[src/rtl/cga_pkg.sv]
// rtl/cga_pkg.sv - shared sub-phase offset constants and ISA arbiter state type
package cga_pkg;
    localparam int OFF_CRTC     = 0;
    localparam int OFF_RD_FIRST = 1;
    localparam int OFF_CHAR     = 2;
    localparam int OFF_ATT      = 3;
    localparam int OFF_PIPE     = 4;
    localparam int OFF_ISA_MIN  = 4;

    typedef enum logic {
        IDLE = 1'b0,
        BUSY = 1'b1
    } isa_state_t;
endpackage

[src/rtl/cga_isa_arbiter.sv]
// rtl/cga_isa_arbiter.sv - ISA request/grant FSM keeping a guard gap ahead of each VRAM read
module cga_isa_arbiter import cga_pkg::*; #(
    parameter int SUB        = 16,
    parameter int ISA_OP_LEN = 3,
    parameter int ISA_GUARD  = 2
) (
    input  logic                   clk,
    input  logic                   reset_n,
    input  logic                   run,
    input  logic                   resync,
    input  logic                   isa_req,
    input  logic [$clog2(SUB)-1:0] offset,
    output logic                   isa_grant,
    output logic                   isa_busy
);
    localparam int OW = $clog2(SUB);
    localparam int LW = (ISA_OP_LEN > 1) ? $clog2(ISA_OP_LEN) : 1;
    // Last start offset whose op still ends ISA_GUARD idle cycles before the next sub-phase's read at offset 1.
    localparam logic [OW-1:0] WIN_LO = OW'(OFF_ISA_MIN);
    localparam logic [OW-1:0] WIN_HI = OW'(SUB - ISA_GUARD - ISA_OP_LEN);

    isa_state_t    state_q, state_d;
    logic [LW-1:0] left_q, left_d;
    logic          grant_q, grant_d;
    logic          in_window;

    assign in_window = (offset >= WIN_LO) && (offset <= WIN_HI);

    always_comb begin
        state_d = state_q;
        left_d  = left_q;
        grant_d = 1'b0;
        case (state_q)
            IDLE: begin
                if (run && !resync && isa_req && in_window) begin
                    state_d = BUSY;
                    left_d  = LW'(ISA_OP_LEN - 1);
                    grant_d = 1'b1;
                end
            end
            BUSY: begin
                if (left_q == '0) begin
                    state_d = IDLE;
                end else begin
                    left_d = left_q - 1'b1;
                end
            end
            default: state_d = IDLE;
        endcase
    end

    always_ff @(posedge clk or negedge reset_n) begin
        if (!reset_n) begin
            state_q <= IDLE;
            left_q  <= '0;
            grant_q <= 1'b0;
        end else begin
            state_q <= state_d;
            left_q  <= left_d;
            grant_q <= grant_d;
        end
    end

    assign isa_grant = grant_q;
    assign isa_busy  = (state_q == BUSY);
endmodule

[src/rtl/cga_slot_sequencer.sv]
// rtl/cga_slot_sequencer.sv - parametrised CGA character-period sequencer with mode switch, resync and ISA arbiter
module cga_slot_sequencer import cga_pkg::*; #(
    parameter int PERIOD     = 32,
    parameter int SUBPHASES  = 2,
    parameter int ISA_OP_LEN = 3,
    parameter int ISA_GUARD  = 2
) (
    input  logic                      clk,
    input  logic                      reset_n,
    input  logic                      hres_mode,
    input  logic                      resync,
    input  logic                      isa_req,
    output logic [$clog2(PERIOD)-1:0] clk_seq,
    output logic                      lclk,
    output logic                      hclk,
    output logic                      crtc_clk,
    output logic                      vram_read,
    output logic                      vram_read_a0,
    output logic                      vram_read_char,
    output logic                      vram_read_att,
    output logic                      charrom_read,
    output logic                      disp_pipeline,
    output logic                      isa_grant,
    output logic                      isa_busy,
    output logic                      mode_active
);
    localparam int CW  = $clog2(PERIOD);
    localparam int SUB = PERIOD / SUBPHASES;
    localparam int OW  = $clog2(SUB);

    if (SUB < 5 + ISA_OP_LEN + ISA_GUARD) begin : g_bad_sub
        $error("cga_slot_sequencer: sub-phase of %0d steps too short for ISA op plus guard", SUB);
    end
    if ((PERIOD & (PERIOD - 1)) != 0 || (SUBPHASES & (SUBPHASES - 1)) != 0) begin : g_bad_pow2
        $error("cga_slot_sequencer: PERIOD and SUBPHASES must be powers of 2");
    end

    localparam logic [OW-1:0] O_CRTC  = OW'(OFF_CRTC);
    localparam logic [OW-1:0] O_RD_LO = OW'(OFF_RD_FIRST);
    localparam logic [OW-1:0] O_CHAR  = OW'(OFF_CHAR);
    localparam logic [OW-1:0] O_ATT   = OW'(OFF_ATT);
    localparam logic [OW-1:0] O_PIPE  = OW'(OFF_PIPE);

    logic [CW-1:0] cnt_q, cnt_d;
    logic          mode_q, mode_d;
    logic          run_q, run_d;
    logic [OW-1:0] offset;
    logic          active;

    always_comb begin
        run_d  = 1'b1;
        cnt_d  = (!run_q || resync) ? '0 : cnt_q + CW'(1);
        // Mode only changes on the step that precedes step 0, so a period is never split between modes.
        mode_d = (cnt_q == CW'(PERIOD - 1) || resync) ? hres_mode : mode_q;
    end

    always_ff @(posedge clk or negedge reset_n) begin
        if (!reset_n) begin
            cnt_q  <= '0;
            mode_q <= 1'b0;
            run_q  <= 1'b0;
        end else begin
            cnt_q  <= cnt_d;
            mode_q <= mode_d;
            run_q  <= run_d;
        end
    end

    assign offset = cnt_q[OW-1:0];
    assign active = mode_q || ({1'b0, cnt_q} < (CW + 1)'(SUB));

    assign clk_seq        = cnt_q;
    assign mode_active    = mode_q;
    assign lclk           = run_q && (cnt_q == '0);
    assign hclk           = run_q && (offset == O_CRTC);
    assign crtc_clk       = run_q && active && (offset == O_CRTC);
    assign vram_read      = run_q && (offset >= O_RD_LO) && (offset <= O_ATT);
    assign vram_read_a0   = run_q && (offset == O_ATT);
    assign vram_read_char = run_q && active && (offset == O_CHAR);
    assign vram_read_att  = run_q && active && (offset == O_ATT);
    assign charrom_read   = run_q && active && (offset == O_ATT);
    assign disp_pipeline  = run_q && active && (offset == O_PIPE);

    cga_isa_arbiter #(
        .SUB        (SUB),
        .ISA_OP_LEN (ISA_OP_LEN),
        .ISA_GUARD  (ISA_GUARD)
    ) u_isa_arbiter (
        .clk       (clk),
        .reset_n   (reset_n),
        .run       (run_q),
        .resync    (resync),
        .isa_req   (isa_req),
        .offset    (offset),
        .isa_grant (isa_grant),
        .isa_busy  (isa_busy)
    );
endmodule

[config.mk]
export PLATFORM = sky130hd
export DESIGN_NAME = cga_slot_sequencer
export DESIGN_NICKNAME = d
export VERILOG_FILES = /design/src/rtl/cga_pkg.sv /design/src/rtl/cga_isa_arbiter.sv /design/src/rtl/cga_slot_sequencer.sv
export SDC_FILE = /design/constraint.sdc
export NUM_CORES = 1
export LEC_CHECK = 0
export ABC_AREA = 1
export CAP_MARGIN = 15
export CORE_MARGIN = 4
export CORE_UTILIZATION = 35
export DETAILED_ROUTE_END_ITERATION = 8
export MAX_ROUTING_LAYER = met4
export SLEW_MARGIN = 20
export SYNTH_ARGS = -nofsm -noshare
export SYNTH_HDL_FRONTEND = slang
export SYNTH_SLANG_ARGS = --single-unit
[constraint.sdc]
create_clock -name clk -period 1.5 [get_ports clk]
set_input_delay 0.225 -clock clk [delete_from_list [all_inputs] [get_ports clk]]
set_output_delay 0.225 -clock clk [all_outputs]
set_load 0.05 [all_outputs]
==> results of run 1 <==
==> final cells by class <==
type                       instances  area [um^2]
fill                             130          427
clock buffer                       4         26.3
timing repair buffer              32          454
tap                               25         31.3
inverter                          20         85.1
multi-input combinational         48          458
sequential                        11          283
==> metrics by stage <==
stage / std cells / total power, uW / cell area, um^2
after floorplan: 80 / 421 / 772
after global routing: 140 / 757 / 1340
after global placement: 132 / 518 / 1210
after CTS: 139 / 724 / 1300
after detailed placement: 132 / 520 / 1210
final: 140 / 724 / 1340
==> state kept, by name, indices dropped and copies added (netlist names) <==
name and flops:
u_isa_arbiter.isa_busy 1, u_isa_arbiter.left_q 2, run_q 1, u_isa_arbiter.isa_grant 1, mode_active 1, clk_seq 5
==> metal layers <==
| metal | routed length [um] | global-route usage (%) | vias to the layer above |
|---|---|---|---|
| met4 | 12 | 3.93 | 0 |
| li1 | - | - | 310 |
| met3 | 73 | 1.75 | 2 |
| met2 | 856 | 22.9 | 14 |
| met1 | 670 | 15.1 | 271 |
| met5 | 0 | - | - |
==> worst max-delay path, stage by stage (launching register included) <==
cell	delay, ps
dfrtp_2	410
inv_2	70
ha_4	170
inv_4	50
nor3_4	270
buf_12	180
==> cell usage after synthesis <==
library cell and instances:
nor2_1 8, dfrtp_1 11, inv_2 1, nand3_2 1, a21oi_1 3, nor2_4 1, nand2_2 1, nand3_1 4
buf_4 1, o21ai_0 4, nor3_1 3, ha_1 10, inv_1 19, nand2_1 12, conb_1 1
==> cell families (layout without fill, tap and decap cells) <==
logic type,Yosys count,in the layout
flip-flops,11,11
AND/OR/NAND/NOR,30,30
adder cells (fa/ha/maj),10,10
buffers and inverters,21,56
AO/OA/AOI/OAI,7,7
other,1,1
==> report_power, final <==
group	total [uW]	switching [uW]	internal [uW]
logic	217	117	100
clock network	190	87.5	102
registers	317	11.9	305
==> worst paths after layout <==
check | cells past startpoint | from | to
max | 5 | clk_seq[2] | charrom_read
min | 1 | reset_n | clk_seq[1]
max reg2reg | 8 | clk_seq[3] | mode_active
min reg2reg | 2 | u_isa_arbiter.left_q[1] | u_isa_arbiter.left_q[1]
max in group asynchronous | 1 | reset_n | mode_active
min in group clk | 2 | u_isa_arbiter.left_q[1] | u_isa_arbiter.left_q[1]
==> timing repair <==
item / 4_1_cts / 5_1_grt
endpoints found under the setup margin: 9 / 10
gates resized for setup: 11 / 9
setup buffers: 3 / 1
pin swaps: 3 / 6
==> impl_metrics.json, run 1 <==
{
  "peakVddDrop_uv": 536,
  "syn_area_um2": 659,
  "antenna_found_initial": 0,
  "total_leakage_power_uw": 0.000603,
  "grt_pass1_wl_mm": 2.48,
  "status": "finished with violations",
  "arrival_ps": 1420,
  "final_max_slew_viol_count": 0,
  "finalSetupViolCount": 9,
  "setup_slack_ps": -140,
  "vias": 597,
  "antenna_cells": 0,
  "port_buffers": 21,
  "synth_area_per_cell_um2": 8.24,
  "first_pass_iters": 3,
  "tritoncts": "done",
  "fin_skew_ps": 6.23,
  "min_period_ps": 1640,
  "synth_top_area_share_pct": 41.7,
  "fmax_mhz": 610,
  "nNetsFinal": 131,
  "clk_path_buf_depth": 2,
  "wire_per_inst_um": 11.5,
  "cts_root_buffer": "clkbuf_4",
  "grtUsageTotal_pct": 12.9,
  "endpoint_kind": "primary output",
  "synth_top_area_cell": "dfrtp_1",
  "synth_top_family_by_area": "simple AND/OR/NAND/NOR gates",
  "drt_iter0_drc": 6,
  "cp-start-kind": "flip-flop",
  "start_util_pct": 37.4,
  "wirelength_mm": 1.61,
  "hold_class": "in -> async",
  "synth.area.top_cells": "dfrtp_1 (42%), ha_1 (19%), inv_1 (11%)",
  "crit_fanout": 3,
  "synth_mux_area_share_pct": 0,
  "grt_pass1_vias": 584,
  "synth_compound_area_share_pct": 5.31,
  "yosys.area_share.xor_xnor_pct": 0,
  "final_common_cell": "buf_12",
  "required_ps": 1270,
  "grt_max_degree": 12,
  "core_um2": 1760,
  "drc": 0,
  "yosysWarnings": 0,
  "post-route-period-util_pct": 109,
  "dieArea_um2": 2640,
  "worst-setup-path-type": "reg -> out",
  "cts_hold_buf": 0,
  "p_per_area_nw_per_um2": 541,
  "worst_hold_slack_ps": 292,
  "synth_fa_ha_area_share_pct": 19.0,
  "place_hpwl_mm": 1.27,
  "dp_slack_ps": 52.5,
  "grt_overflow_total": 0,
  "io_pins": 22,
  "rows": 15,
  "die-width_um": 51.4,
  "via_per_inst": 4.26,
  "fin_util_pct": 75.8,
  "place.gp.congestion": 0.757,
  "ys_seq_area_share_pct": 41.7,
  "cts-buffers-inserted": 3,
  "violations": "setup timing",
  "yosys.cell_types.count": 15,
  "max_cap_viol_count": 0,
  "synth_cells": 80,
  "final_layout_size_suffix_gt1_share_pct": 57.4,
  "finalSetupTns_ps": -741,
  "hold_violations": 0,
  "clk_pin_slew_worst_paths_ps": 70,
  "syn_nets": 95,
  "clock_sinks": 11,
  "worst_skew_pair.late_latency_ps": 260,
  "synth-simple-area-share_pct": 20.9,
  "antenna_left": 0,
  "ff2ff_setup_slack_ps": 80,
  "rsz0062_at_grt": "true",
  "syn_to_final_growth_pct": 103,
  "layout.cells.most_common_list": "buf_12 (16), inv_1 (11), buf_4 (11)",
  "fp.dieH_um": 51.4,
  "postSynthRegisterBits": 11,
  "htree_levels": 1
}
No activity file was read; power rests on OpenSTA's default activity.
==> run 2: changes to the inputs <==
CORE_MARGIN = 1.5   (was 4)
==> impl_metrics.json, run 2 (synthesis results as in run 1) <==
{
  "status": "finished with violations",
  "violations": "setup timing",
  "via_per_inst": 4.31,
  "fin_util_pct": 76.8,
  "clk_pin_slew_worst_paths_ps": 70,
  "layout.cells.most_common_list": "buf_12 (16), inv_1 (11), buf_4 (11)",
  "antenna_left": 0,
  "grt_max_degree": 12,
  "p_per_area_nw_per_um2": 545,
  "cp-start-kind": "flip-flop",
  "first_pass_iters": 2,
  "pwr-share-seq_pct": 43.1,
  "path_cells": "inv_2 > ha_4 > inv_4 > nor3_4 > buf_12",
  "finalSetupTns_ps": -823,
  "clkPwrFrac_pct": 26.9,
  "p_sw_uw": 222,
  "clock_sinks": 11,
  "clk_path_buf_depth": 2,
  "total_leakage_power_uw": 0.000610,
  "fin_skew_ps": 6.05,
  "final_layout_size_suffix_gt1_share_pct": 57.8,
  "final_max_slew_viol_count": 0,
  "nNetsFinal": 132,
  "syn_to_final_growth_pct": 103,
  "cp.buffers_inverters": 3,
  "dieArea_um2": 2150,
  "grt_overflow_total": 0,
  "cts_root_buffer": "clkbuf_4",
  "hold_class": "in -> async",
  "fp.dieH_um": 46.4,
  "start_util_pct": 37.8,
  "drc": 0,
  "cts_hold_buf": 0,
  "placed_area_um2": 1210,
  "htree_levels": 1,
  "finalInstanceArea_um2": 1340,
  "worst_skew_pair.late_latency_ps": 260,
  "max_stage_delay_ps": 420,
  "rsz0062_at_grt": "true",
  "wirelength_mm": 1.52,
  "largest_reg_flops": 5,
  "grt_pass1_vias": 604,
  "place_hpwl_mm": 1.17,
  "finalSetupViolCount": 9,
  "post-route-period-util_pct": 108,
  "rows": 15,
  "antenna_cells": 0,
  "setup_slack_ps": -125,
  "tritoncts": "done",
  "cts-buffers-inserted": 3,
  "arrival_ps": 1400,
  "internal-power_uw": 509,
  "p_comb_share_pct": 30.0,
  "min_period_ps": 1620,
  "required_ps": 1270,
  "sw_frac_of_total_pct": 30.3,
  "grt_pass1_wl_mm": 2.64,
  "worst_hold_slack_ps": 283,
  "grtUsageTotal_pct": 18.3,
  "antenna_found_initial": 0,
  "port_buffers": 21,
  "fmax_mhz": 615,
  "dp_slack_ps": 55.4,
  "drt_iter0_drc": 6,
  "endpoint_kind": "primary output",
  "final_common_cell": "buf_12",
  "crit_family": "flip-flops",
  "io_pins": 22,
  "crit_fanout": 3,
  "worst-setup-path-type": "reg -> out",
  "vias": 608,
  "max_cap_viol_count": 0,
  "cp_slowest_cell": "dfrtp_2",
  "wire_per_inst_um": 10.8,
  "hold_violations": 0,
  "peakVddDrop_uv": 478,
  "die-width_um": 46.4,
  "core_um2": 1750,
  "place.gp.congestion": 0.823
}
-- run 2: changes by cell type in the layout (fill, tap and decap cells not counted), sizes merged --
cell	delta
buf	+1
-- run 2: worst reg2reg max path, stage by stage (launching register included) --
cell	delay [ps]
dfrtp_2	410
buf_4	170
ha_1	200
nand2_1	60
inv_1	40
ha_1	180
o21ai_0	150
nand2_1	70
-- run 2: final cells by class --
cell class              instances  area, um^2
fillers                       118         404
inverters                      20        85.1
repair buffers                 33         465
multi-input cells              48         450
well taps                      25        31.3
flip-flops and latches         11         283
clock buffers                   4        26.3
-- run 2: final timing paths --
check	start	to	slack (ps)	cells past startpoint
worst max-delay path	clk_seq[3]	charrom_read	-120	5
worst min-delay path	reset_n	clk_seq[2]	280	1
worst max register to register	clk_seq[2]	mode_active	100	7
worst min register to register	u_isa_arbiter.left_q[1]	u_isa_arbiter.left_q[1]	530	2
max in group asynchronous	reset_n	mode_active	860	1
min in group clk	hres_mode	mode_active	520	3
-- run 2: layer usage --
layer	global-route usage, %	share of wire, %
met3	1.96	2.8
met2	31.7	57
met5	-	0
met1	20.7	38
met4	9.14	1.5
-- run 2: per-stage QoR --
| stage | power [uW] | cells |
|---|---|---|
| 5_1_grt | 764 | 141 |
| 6_report | 731 | 141 |
| 3_5_place_dp | 519 | 132 |
| 3_3_place_gp | 517 | 132 |
| 2_1_floorplan | 421 | 80 |
| 4_1_cts | 735 | 141 |
-- run 2: power groups by stage --
stage                     logic [uW]  clock network (uW)  registers, uW
final                            219                 197            315
after global routing             233                 214            316
after CTS                        220                 201            314
after detailed placement         199                   0            320
after global placement           198                   0            319
after floorplan                 84.6                   0            336
-- run 2: what timing repair did --
| item | in CTS | in global routing |
|---|---|---|
| resized for setup | 17 | 2 |
| setup buffers | 5 | 0 |
| setup endpoints to repair | 9 | 9 |
| pin swaps | 4 | 1 |
==> run 3: changes to the inputs <==
CORE_UTILIZATION = 43   (was 35)
PLACE_DENSITY = 0.76   (was not set)
==> impl_metrics.json, run 3 <==
{
  "cts-buffers-inserted": 3,
  "error_line": "[ERROR DPL-0038] Utilization greater than 100%, impossible to legalize",
  "synth_cells": 80,
  "port_buffers": 21,
  "ys_seq_area_share_pct": 41.7,
  "synth_top_area_cell": "dfrtp_1",
  "fp.dieH_um": 42.2,
  "clock_sinks": 11,
  "stop_stage": "5_1_grt",
  "htree_levels": 1,
  "yosys.cell_types.count": 15,
  "async_reset_ff_share_pct": 100,
  "worst_endpoint": "charrom_read",
  "yosysWarnings": 0,
  "clk_path_buf_depth": 2,
  "rows": 13,
  "start_util_pct": 48.3,
  "syn_area_um2": 659,
  "die-width_um": 42.2,
  "synth-edff-count": 0,
  "grt_max_degree": 12,
  "synth_top_area_share_pct": 41.7,
  "synth.area.top_cells": "dfrtp_1 (42%), ha_1 (19%), inv_1 (11%)",
  "postSynthRegisterBits": 11,
  "cts_hold_buf": 0,
  "ys_top_cells_by_count": "inv_1 (19), nand2_1 (12), dfrtp_1 (11)",
  "place_hpwl_mm": 1.33,
  "worst_endpoint_kind": "output port",
  "dp_slack_ps": 38.1,
  "cts_root_buffer": "clkbuf_4",
  "synth_most_common_cell": "inv_1",
  "syn_nets": 95,
  "io_pins": 22,
  "synth_flop_cell": "dfrtp_1",
  "status": "stopped before the end",
  "place.gp.congestion": 0.809,
  "synth_area_per_cell_um2": 8.24
}
==> run 3: cell counts after synthesis <==
Identical to the previous run, type by type.
==> run 3: cell families after synthesis <==
| kind of cell | share of synthesized area, % |
|---|---|
| other | 0.569 |
| AO/OA/AOI/OAI | 5.31 |
| flip-flops | 41.7 |
| AND/OR/NAND/NOR | 20.9 |
| buffers and inverters | 12.5 |
| adder cells (fa/ha/maj) | 19.0 |
==> run 3: stage by stage <==
stage                     hold WS [ps]  std cells  instance area (um^2)
after floorplan                  -70.6         80                   772
after global placement             487        121                  1190
after detailed placement           503        121                  1190
after CTS                          283        131                  1300
==> run 3: repair_timing <==
item                                    CTS
pin swaps                                 6
resized for setup                        13
setup buffers                             6
endpoints found under the setup margin    9
==> run 4: changes to the inputs <==
CORE_AREA = 2 2 63 65   (was not set)
CORE_MARGIN = not set   (was 1.5)
CORE_UTILIZATION = not set   (was 43)
DIE_AREA = 0 0 65 67   (was not set)
MAX_ROUTING_LAYER = not set   (was met4)
PLACE_DENSITY = not set   (was 0.76)
PLACE_DENSITY_LB_ADDON = 0.15   (was not set)
==> impl_metrics.json, run 4 (synthesis results as in run 1) <==
{
  "worst-setup-path-type": "reg -> out",
  "fin_skew_ps": 0.933,
  "antenna_left": 0,
  "worst_hold_slack_ps": 301,
  "dp_slack_ps": 41.2,
  "clk_pin_slew_worst_paths_ps": 50,
  "die-width_um": 65,
  "drt_iter0_drc": 10,
  "worst_skew_pair.late_latency_ps": 230,
  "tritoncts": "done",
  "nNetsFinal": 135,
  "rr_endpoint": "clk_seq[4]",
  "place_hpwl_mm": 1.29,
  "required_ps": 1270,
  "dp.cells": 156,
  "layout.cells.non_filler": 167,
  "grt_pass1_wl_mm": 2.80,
  "htree_levels": 1,
  "status": "finished with violations",
  "dieArea_um2": 4360,
  "first_pass_iters": 4,
  "hold_class": "in -> async",
  "rsz0062_at_grt": "true",
  "endpoint_kind": "primary output",
  "cts-buffers-inserted": 3,
  "cts_root_buffer": "clkbuf_8",
  "crit_fanout": 2,
  "grt_max_degree": 12,
  "peakVddDrop_uv": 414,
  "p_per_area_nw_per_um2": 572,
  "grt_pass1_vias": 618,
  "place.gp.congestion": 0.683,
  "final_max_slew_viol_count": 0,
  "min_period_ps": 1580,
  "r2r_cells": 8,
  "vias": 623,
  "port_buffers": 21,
  "hold_violations": 0,
  "wire_per_inst_um": 9.89,
  "total_leakage_power_uw": 0.000633,
  "cp-start-kind": "flip-flop",
  "grtUsageTotal_pct": 8.39,
  "fp.dieH_um": 67,
  "arrival_ps": 1350,
  "start_util_pct": 18.3,
  "antenna_cells": 0,
  "power_uw": 830,
  "wirelength_mm": 1.65,
  "ff2ff_setup_slack_ps": 100,
  "clk_path_buf_depth": 2,
  "core_um2": 3610,
  "fmax_mhz": 635,
  "post-route-period-util_pct": 105,
  "antenna_found_initial": 0,
  "io_pins": 22,
  "drc": 0,
  "violations": "setup timing",
  "rows": 22,
  "max_cap_viol_count": 0,
  "largest_reg_flops": 5,
  "via_per_inst": 3.73,
  "syn_to_final_growth_pct": 120,
  "r2r-start": "clk_seq[3]",
  "finalSetupViolCount": 9,
  "setup_slack_ps": -75.2,
  "cts_hold_buf": 0,
  "final_layout_size_suffix_gt1_share_pct": 62.2,
  "final_common_cell": "buf_12",
  "grt_overflow_total": 0,
  "layout.cells.most_common_list": "buf_12 (17), buf_4 (13), inv_1 (11)",
  "clock_sinks": 11
}
## run 4: power by group
group	switching [uW]	internal (uW)
combinational	118	106
sequential	14.1	306
clock	101	186
total	233	597
## run 4: metal layers
layer  track usage [%]  up-vias  part of all wire [%]
met5                 0        -                     0
met1              10.8      286                    43
met2              13.9       16                    52
met4              2.39        0                     0
li1                  -      321                     -
met3              2.03        0                   5.5
## run 4: layout make-up
class                      count  area (um^2)
fill                         365         2150
timing repair buffer          36          500
multi-input combinational     48          475
sequential                    11          284
inverter                      20         87.6
tap                           48         60.1
clock buffer                   4         45.0
## run 4: worst max path at each step
stage	startpoint	end	slack [ps]	cells after the start
2_1_floorplan	clk_seq[2]	vram_read_att	-270	5
3_3_place_gp	clk_seq[0]	crtc_clk	50	5
3_5_place_dp	clk_seq[0]	crtc_clk	40	5
4_1_cts	clk_seq[2]	vram_read_att	-90	5
5_1_grt	clk_seq[0]	vram_read_att	-150	4
6_report	clk_seq[3]	vram_read_att	-80	5
## run 4: worst max-delay path, cell delays in order, from the launching register on
cell     delay [ps]
dfrtp_2         400
inv_2            70
ha_4            150
inv_4            50
nor3_4          260
buf_12          180
## run 4: per-stage QoR
stage	TNS, ps	cell area (um^2)	utilization [%]
3_5_place_dp	0	1250	34.6
3_3_place_gp	0	1250	34.6
4_1_cts	-564	1400	38.8
6_report	-520	1450	40.3
5_1_grt	-1070	1450	40.3
2_1_floorplan	-836	772	-
## run 4: repair_timing
action                     in CTS  in global routing
buffers inserted                4                  3
pin swaps                       4                  7
gates resized for setup        17                 10
setup endpoints to repair       9                 10
